File: src/rtl/memory_access_scheduler_if.sv
// Bundle of every signal between the requesters, the scheduler and main memory.
//   slave  : the scheduler side (takes requests and read data, drives grants,
//            memory commands and tagged read responses)
//   master : the requester / memory side (the opposite directions)
// Signals:
//   reqValid/reqIsWrite  per-requester request and direction
//   reqAddr/reqWriteData packed per-requester payload (requester i = slice i)
//   reqGrant/grantSerial one-hot grant and serial of the granted request
//   memIsRead/memIsWrite/memAddr/memWriteData  memory command
//   memReadData          read data returning from memory
//   respValid/respReqId/respSerial/respData    tagged read response
interface memory_access_scheduler_if #(
  parameter int NUM_REQ      = 3,
  parameter int ADDR_WIDTH   = 32,
  parameter int DATA_WIDTH   = 64,
  parameter int SERIAL_WIDTH = 4
);
  localparam int ID_W = $clog2(NUM_REQ);

  logic [NUM_REQ-1:0]            reqValid;
  logic [NUM_REQ-1:0]            reqIsWrite;
  logic [NUM_REQ*ADDR_WIDTH-1:0] reqAddr;
  logic [NUM_REQ*DATA_WIDTH-1:0] reqWriteData;
  logic [NUM_REQ-1:0]            reqGrant;
  logic [SERIAL_WIDTH-1:0]       grantSerial;
  logic                          memIsRead;
  logic                          memIsWrite;
  logic [ADDR_WIDTH-1:0]         memAddr;
  logic [DATA_WIDTH-1:0]         memWriteData;
  logic [DATA_WIDTH-1:0]         memReadData;
  logic                          respValid;
  logic [ID_W-1:0]               respReqId;
  logic [SERIAL_WIDTH-1:0]       respSerial;
  logic [DATA_WIDTH-1:0]         respData;

  modport slave (
    input  reqValid, reqIsWrite, reqAddr, reqWriteData, memReadData,
    output reqGrant, grantSerial, memIsRead, memIsWrite, memAddr, memWriteData,
           respValid, respReqId, respSerial, respData
  );

  modport master (
    output reqValid, reqIsWrite, reqAddr, reqWriteData, memReadData,
    input  reqGrant, grantSerial, memIsRead, memIsWrite, memAddr, memWriteData,
           respValid, respReqId, respSerial, respData
  );
endinterface

File: src/rtl/memory_access_scheduler.sv
// Round-robin scheduler sharing one main-memory port between NUM_REQ
// requesters. Grants at most one request per cycle, spaces issues by the
// read/write process latency, hands out independent read and write serials
// and tags every returning read with its requester and serial.
// Ports:
//   clk  clock
//   rst  synchronous, active-low reset
//   bus  scheduler side of memory_access_scheduler_if (requests, grants,
//        memory command, read data and tagged read responses)
module memory_access_scheduler #(
  parameter int NUM_REQ         = 3,
  parameter int ADDR_WIDTH      = 32,
  parameter int DATA_WIDTH      = 64,
  parameter int READ_PIPE_DEPTH = 5,
  parameter int READ_PROC_LAT   = 2,
  parameter int WRITE_PROC_LAT  = 2,
  parameter int SERIAL_WIDTH    = 4
) (
  input logic                      clk,
  input logic                      rst,
  memory_access_scheduler_if.slave bus
);
  localparam int ID_W    = $clog2(NUM_REQ);
  localparam int SUM_W   = ID_W + 1;
  localparam int MAX_LAT = (READ_PROC_LAT > WRITE_PROC_LAT) ? READ_PROC_LAT : WRITE_PROC_LAT;
  localparam int CNT_W   = (MAX_LAT > 1) ? $clog2(MAX_LAT) : 1;
  localparam int LAST    = READ_PIPE_DEPTH - 1;

  typedef enum logic {IDLE, BUSY} state_e;

  state_e                  state_q, state_d;
  logic [CNT_W-1:0]        cnt_q, cnt_d;
  logic [ID_W-1:0]         ptr_q, ptr_d;
  logic [SERIAL_WIDTH-1:0] rd_ser_q, rd_ser_d;
  logic [SERIAL_WIDTH-1:0] wr_ser_q, wr_ser_d;

  logic                    found;
  logic [ID_W-1:0]         gidx;
  logic [SUM_W-1:0]        cand;
  logic                    issue;
  logic                    issue_wr;

  // In-flight read tracker, one entry per read-pipeline cycle
  logic [READ_PIPE_DEPTH-1:0] trk_vld_q;
  logic [ID_W-1:0]            trk_id_q  [READ_PIPE_DEPTH];
  logic [SERIAL_WIDTH-1:0]    trk_ser_q [READ_PIPE_DEPTH];
  logic                       rsp_v;

  // Round-robin search starting at the pointer; the first valid requester wins.
  always_comb begin
    found = 1'b0;
    gidx  = '0;
    cand  = '0;
    for (int k = 0; k < NUM_REQ; k++) begin
      cand = {1'b0, ptr_q} + SUM_W'(k);
      if (cand >= SUM_W'(NUM_REQ)) cand = cand - SUM_W'(NUM_REQ);
      if (!found && bus.reqValid[cand[ID_W-1:0]]) begin
        found = 1'b1;
        gidx  = cand[ID_W-1:0];
      end
    end
  end

  // Grant / command decode and next-state logic. Outputs are held at zero
  // while rst is low so nothing leaks out during the reset cycle.
  always_comb begin
    state_d          = state_q;
    cnt_d            = cnt_q;
    ptr_d            = ptr_q;
    rd_ser_d         = rd_ser_q;
    wr_ser_d         = wr_ser_q;
    issue            = 1'b0;
    issue_wr         = 1'b0;
    bus.reqGrant     = '0;
    bus.grantSerial  = '0;
    bus.memIsRead    = 1'b0;
    bus.memIsWrite   = 1'b0;
    bus.memAddr      = '0;
    bus.memWriteData = '0;
    unique case (state_q)
      IDLE: begin
        if (rst && found) begin
          issue              = 1'b1;
          issue_wr           = bus.reqIsWrite[gidx];
          bus.reqGrant[gidx] = 1'b1;
          bus.memIsRead      = !issue_wr;
          bus.memIsWrite     = issue_wr;
          bus.memAddr        = bus.reqAddr[gidx*ADDR_WIDTH +: ADDR_WIDTH];
          bus.memWriteData   = bus.reqWriteData[gidx*DATA_WIDTH +: DATA_WIDTH];
          if (issue_wr) begin
            bus.grantSerial = wr_ser_q;
            wr_ser_d        = wr_ser_q + 1'b1;
          end else begin
            bus.grantSerial = rd_ser_q;
            rd_ser_d        = rd_ser_q + 1'b1;
          end
          ptr_d = (gidx == ID_W'(NUM_REQ - 1)) ? '0 : gidx + 1'b1;
          // Latency 1 needs no blackout; otherwise wait L-1 cycles in BUSY.
          if (issue_wr && (WRITE_PROC_LAT > 1)) begin
            state_d = BUSY;
            cnt_d   = CNT_W'(WRITE_PROC_LAT - 1);
          end else if (!issue_wr && (READ_PROC_LAT > 1)) begin
            state_d = BUSY;
            cnt_d   = CNT_W'(READ_PROC_LAT - 1);
          end
        end
      end
      BUSY: begin
        cnt_d = cnt_q - 1'b1;
        if (cnt_q == CNT_W'(1)) state_d = IDLE;
      end
      default: state_d = IDLE;
    endcase
  end

  always_ff @(posedge clk) begin
    if (!rst) begin
      state_q  <= IDLE;
      cnt_q    <= '0;
      ptr_q    <= '0;
      rd_ser_q <= '0;
      wr_ser_q <= '0;
    end else begin
      state_q  <= state_d;
      cnt_q    <= cnt_d;
      ptr_q    <= ptr_d;
      rd_ser_q <= rd_ser_d;
      wr_ser_q <= wr_ser_d;
    end
  end

  // Tracker: stage 0 captures a read grant, every stage shifts each cycle,
  // so the last stage lines up with memReadData READ_PIPE_DEPTH cycles later.
  always_ff @(posedge clk) begin
    if (!rst) begin
      trk_vld_q <= '0;
      for (int k = 0; k < READ_PIPE_DEPTH; k++) begin
        trk_id_q[k]  <= '0;
        trk_ser_q[k] <= '0;
      end
    end else begin
      trk_vld_q[0] <= issue & ~issue_wr;
      trk_id_q[0]  <= gidx;
      trk_ser_q[0] <= rd_ser_q;
      for (int k = 1; k < READ_PIPE_DEPTH; k++) begin
        trk_vld_q[k] <= trk_vld_q[k-1];
        trk_id_q[k]  <= trk_id_q[k-1];
        trk_ser_q[k] <= trk_ser_q[k-1];
      end
    end
  end

  assign rsp_v          = rst & trk_vld_q[LAST];
  assign bus.respValid  = rsp_v;
  assign bus.respReqId  = rsp_v ? trk_id_q[LAST]  : '0;
  assign bus.respSerial = rsp_v ? trk_ser_q[LAST] : '0;
  assign bus.respData   = rsp_v ? bus.memReadData : '0;
endmodule

File: src/flat_wrapper.sv
// flat-port wrapper written by rule: the top's interface ports become plain ports
module memory_access_scheduler_flat 
#(
  parameter int NUM_REQ         = 3,
  parameter int ADDR_WIDTH      = 32,
  parameter int DATA_WIDTH      = 64,
  parameter int READ_PIPE_DEPTH = 5,
  parameter int READ_PROC_LAT   = 2,
  parameter int WRITE_PROC_LAT  = 2,
  parameter int SERIAL_WIDTH    = 4
)
  (clk, rst, bus_reqValid, bus_reqIsWrite, bus_reqAddr, bus_reqWriteData, bus_memReadData, bus_reqGrant, bus_grantSerial, bus_memIsRead, bus_memIsWrite, bus_memAddr, bus_memWriteData, bus_respValid, bus_respReqId, bus_respSerial, bus_respData);
  memory_access_scheduler_if #(.NUM_REQ(NUM_REQ), .ADDR_WIDTH(ADDR_WIDTH), .DATA_WIDTH(DATA_WIDTH), .SERIAL_WIDTH(SERIAL_WIDTH)) bus_i ();
  input logic clk;
  input logic rst;
  input wire logic [$bits(bus_i.reqValid)-1:0] bus_reqValid;
  input wire logic [$bits(bus_i.reqIsWrite)-1:0] bus_reqIsWrite;
  input wire logic [$bits(bus_i.reqAddr)-1:0] bus_reqAddr;
  input wire logic [$bits(bus_i.reqWriteData)-1:0] bus_reqWriteData;
  input wire logic [$bits(bus_i.memReadData)-1:0] bus_memReadData;
  output wire logic [$bits(bus_i.reqGrant)-1:0] bus_reqGrant;
  output wire logic [$bits(bus_i.grantSerial)-1:0] bus_grantSerial;
  output wire logic [$bits(bus_i.memIsRead)-1:0] bus_memIsRead;
  output wire logic [$bits(bus_i.memIsWrite)-1:0] bus_memIsWrite;
  output wire logic [$bits(bus_i.memAddr)-1:0] bus_memAddr;
  output wire logic [$bits(bus_i.memWriteData)-1:0] bus_memWriteData;
  output wire logic [$bits(bus_i.respValid)-1:0] bus_respValid;
  output wire logic [$bits(bus_i.respReqId)-1:0] bus_respReqId;
  output wire logic [$bits(bus_i.respSerial)-1:0] bus_respSerial;
  output wire logic [$bits(bus_i.respData)-1:0] bus_respData;
  assign bus_i.reqValid = bus_reqValid;
  assign bus_i.reqIsWrite = bus_reqIsWrite;
  assign bus_i.reqAddr = bus_reqAddr;
  assign bus_i.reqWriteData = bus_reqWriteData;
  assign bus_i.memReadData = bus_memReadData;
  assign bus_reqGrant = bus_i.reqGrant;
  assign bus_grantSerial = bus_i.grantSerial;
  assign bus_memIsRead = bus_i.memIsRead;
  assign bus_memIsWrite = bus_i.memIsWrite;
  assign bus_memAddr = bus_i.memAddr;
  assign bus_memWriteData = bus_i.memWriteData;
  assign bus_respValid = bus_i.respValid;
  assign bus_respReqId = bus_i.respReqId;
  assign bus_respSerial = bus_i.respSerial;
  assign bus_respData = bus_i.respData;
  memory_access_scheduler #(.NUM_REQ(NUM_REQ), .ADDR_WIDTH(ADDR_WIDTH), .DATA_WIDTH(DATA_WIDTH), .READ_PIPE_DEPTH(READ_PIPE_DEPTH), .READ_PROC_LAT(READ_PROC_LAT), .WRITE_PROC_LAT(WRITE_PROC_LAT), .SERIAL_WIDTH(SERIAL_WIDTH)) u_core (.clk(clk), .rst(rst), .bus(bus_i));
endmodule
File: config.mk
export PLATFORM = sky130hd
export DESIGN_NAME = memory_access_scheduler_flat
export DESIGN_NICKNAME = d
export VERILOG_FILES = /design/src/rtl/memory_access_scheduler_if.sv /design/src/rtl/memory_access_scheduler.sv /design/src/flat_wrapper.sv
export SDC_FILE = /design/constraint.sdc
export NUM_CORES = 1
export LEC_CHECK = 0
export ABC_AREA = 1
export ABC_CLOCK_PERIOD_IN_PS = 3000
export BUFFER_PORTS_ARGS = -buffer_cell sky130_fd_sc_hd__buf_2
export CAP_MARGIN = 20
export CORE_AREA = 2 2 209 211
export CTS_CLUSTER_SIZE = 25
export DETAILED_ROUTE_END_ITERATION = 12
export DIE_AREA = 0 0 211 213
export PLACE_DENSITY = 0.37
export REMOVE_ABC_BUFFERS = 1
export SLEW_MARGIN = 20
export SYNTH_ARGS = -nofsm -noshare
export SYNTH_HDL_FRONTEND = slang
export SYNTH_SLANG_ARGS = --single-unit
File: constraint.sdc
create_clock -name clk -period 3 [get_ports clk]
set_input_delay 0.15 -clock clk [delete_from_list [all_inputs] [get_ports clk]]
set_output_delay 0.15 -clock clk [all_outputs]
set_load 0.03 [all_outputs]
==> reports/metrics.yaml <==
status: "finished, final reports clean"
ctsHoldBuffers: 0
ios: 536
final-max-slew-violation-count: 0
p_seq_frac: 0.077
total_power_mw: 9.793
cp-start-kind: "flip-flop"
layout-drive-gt1-share: 0.4631
clk_pin_slew_ns: 0.07
netlist_top_cells_count: "nand2_1 (339), inv_1 (116), nor2_1 (91)"
post-route-min-period_ns: 2.840
fillerInstances: 5013
hold_path_class: "input port to flip-flop"
wl_per_cell_um: 17.58
fp.dieW_um: 211
final_cell_area_um2: 8641
synth-edff-count: 0
clk_latency_ns: 0.29
clock_path_buffers: 2
num_vias: 7408
synth_warnings: 0
vias_per_cell: 3.856
timing.slew.headroom: 0.5754
netlist_area_um2: 4423
synth_area_leader_cell: "nand2_1"
power_leakage_nw: 5.004
crit_chain: "inv_1 -> ha_4 -> o21ai_0 -> nand2_2 -> nand2_1 -> inv_2 -> nand3_1 -> nand3_4 -> nor2_4 -> buf_12 -> buf_16 -> buf_4 -> nand2_1 -> a31oi_1 -> buf_4"
grt_usage: 0.1365
worst_clock_skew_ns: 0.009636
fin_hold_ws_ns: 0.2773
swShare: 0.5757
drtAntennaViolNets: 0
cts_sinks: 47
cts_inserted_buffers: 5
initial_core_util: 0.1036
worst_pin_slew_ns: 0.6346
gp_congestion: 0.9413
finalHoldViolCount: 0
drv_cap: 0
grt_pass1_wl_mm: 45.43
crit_type: "flip-flop to output port"
endpoint_kind: "output port"
die_h_um: 213
antenna_found_initial: 10
ys_types: 29
core_region_area_um2: 42700
syn_inst: 831
ir_drop_uv: 447.3
hpwl_mm: 26.55
crit_slowest_cell: "dfxtp_2"
cts-root-buf: "clkbuf_16"
cp_slowest_stage_delay_ns: 0.32
grt_max_degree: 39
p_int_mw: 4.155
synth_area_leaders: "nand2_1 (29%), dfxtp_1 (21%), a31oi_1 (11%), inv_1 (9.8%), nor2_1 (7.7%)"
crit_required_ns: 2.85
pwr-share-clk: 0.075
synth_seq_area_share: 0.2127
syn_to_final_growth_pct: 95.36
cp_max_fo: 7
wl_mm: 33.77
synthFlopType: "dfxtp_1"
multiInputGateArea_um2: 2882
yosysMostFrequentCell: "nand2_1"
place_area_um2: 7865
cts_tree: "built"
final_nets: 1734
drt-pass1-iter-count: 4
powerDensity_nw_per_um2: 1133
worstPathArrival_ns: 2.69
regArea_um2: 943.4
placementRows: 76
grt_pass1_vias: 7014
utilization: 0.2024
synth_top_area_frac: 0.2877
setup_viol: 0
drcViolationCount: 0
post-route-period-util: 0.9466
max_freq_mhz: 352.1
drt_iter0_drc: 405
avgSynthCellArea_um2: 5.322
async_flop_share: 0
p_comb_frac: 0.849
p_sw_mw: 5.637
h-tree-depth: 2
grt.overflow.total: 0
port_buffers: 535
die-area_um2: 44940
ys_seq_elements: 47
worst paths after layout:
check             slack [ns]                                 to                         startpoint  cells after the start
setup / recovery        0.16               bus_memWriteData[44]       u_core.ptr_q[0]$_SDFFE_PN0P_                     15
hold / removal          0.28    u_core.rd_ser_q[2]$_SDFFE_PN0P_                  bus_reqIsWrite[2]                      4
setup reg to reg        0.71    u_core.rd_ser_q[0]$_SDFFE_PN0P_       u_core.ptr_q[0]$_SDFFE_PN0P_                     14
hold reg to reg         0.41  u_core.trk_ser_q[0][4]$_SDFF_PN0_  u_core.trk_ser_q[0][0]$_SDFF_PN0_                      2
cells in the final DEF, fill, tap and decap left out, types with 4 or more instances in the layout:
cell type,n
nor2_1,89
inv_1,115
inv_2,7
a21oi_1,13
a31oi_1,72
dfxtp_1,45
buf_4,63
a22oi_1,4
buf_16,6
nand2_1,335
nand2_2,5
buf_2,492
diode_2,6
clkbuf_4,5
nand3_2,4
buf_12,8
nand4_1,6
buf_6,5
clkbuf_16,7
a31oi_2,9
nand3_1,43
critical path: cells and delay by family (launching register included):
family,cells,cell delay (ns)
compound gates,2,0.41
flops,1,0.32
buf+inv,6,0.79
simple gates,6,0.63
fa+ha+maj,1,0.24
state kept, by name, indices dropped and copies added (netlist names):
register	cells
u_core.trk_ser_q	20
u_core.ptr_q	2
u_core.cnt_q	1
u_core.trk_id_q	10
u_core.state_q	1
u_core.wr_ser_q	4
u_core.trk_vld_q	5
u_core.rd_ser_q	4
area by class of cell:
| type | instances | area share |
|---|---|---|
| repair buffers | 583 | 0.3995 |
| multi-input cells | 607 | 0.3335 |
| flip-flops and latches | 47 | 0.1092 |
| well taps | 546 | 0.07906 |
| inverters | 124 | 0.05430 |
| clock buffers | 5 | 0.01448 |
| clock inverters | 3 | 0.008254 |
| diodes | 6 | 0.001738 |
power groups by stage:
stage,logic [mW],registers [mW],clock network [mW]
after detailed placement,6.71,0.759,0
after global routing,8.84,0.760,0.777
after global placement,6.72,0.759,0
after CTS,7.94,0.745,0.746
final,8.31,0.750,0.732
after floorplan,3.90,0.748,0
metrics by stage:
stage	instances	setup TNS, ns	worst slack [ns]
finish	1921	0	0.1601
global route	1917	-0.06598	-0.01343
CTS	1912	0	0.002570
detailed placement	1894	0	0.1152
global placement	1894	0	0.03724
floorplan	778	-86.60	-0.9545
cells by family (layout without fill, tap and decap cells):
logic type | Yosys count | count (layout) | synth area share
xor gates and xnor gates | 4 | 4 | 0.007922
other | 0 | 6 | 0
AOI/OAI and AO/OA | 104 | 104 | 0.1457
and+or+nand+nor | 493 | 493 | 0.4521
DFF | 47 | 47 | 0.2127
buffers and inverters | 177 | 715 | 0.1646
adders and majority gates | 6 | 6 | 0.01697
routing by layer:
metal | share of wire | up-vias | global-route usage | wire length [um]
met4 | 0.013 | 6 | 0.02137 | 454
met2 | 0.48 | 312 | 0.2349 | 16060
met1 | 0.44 | 3385 | 0.1767 | 14990
li1 | - | 3672 | - | -
met3 | 0.066 | 33 | 0.03059 | 2220
met5 | 0.0012 | - | 0 | 42
repair_timing:
item / CTS / global route
setup buffers: 4 / 1
resized for setup: 22 / 89
pin swaps: 3 / 14
gates cloned: 6 / 2
setup endpoints to repair: 70 / 103
Power figures use the tool's default switching activity.
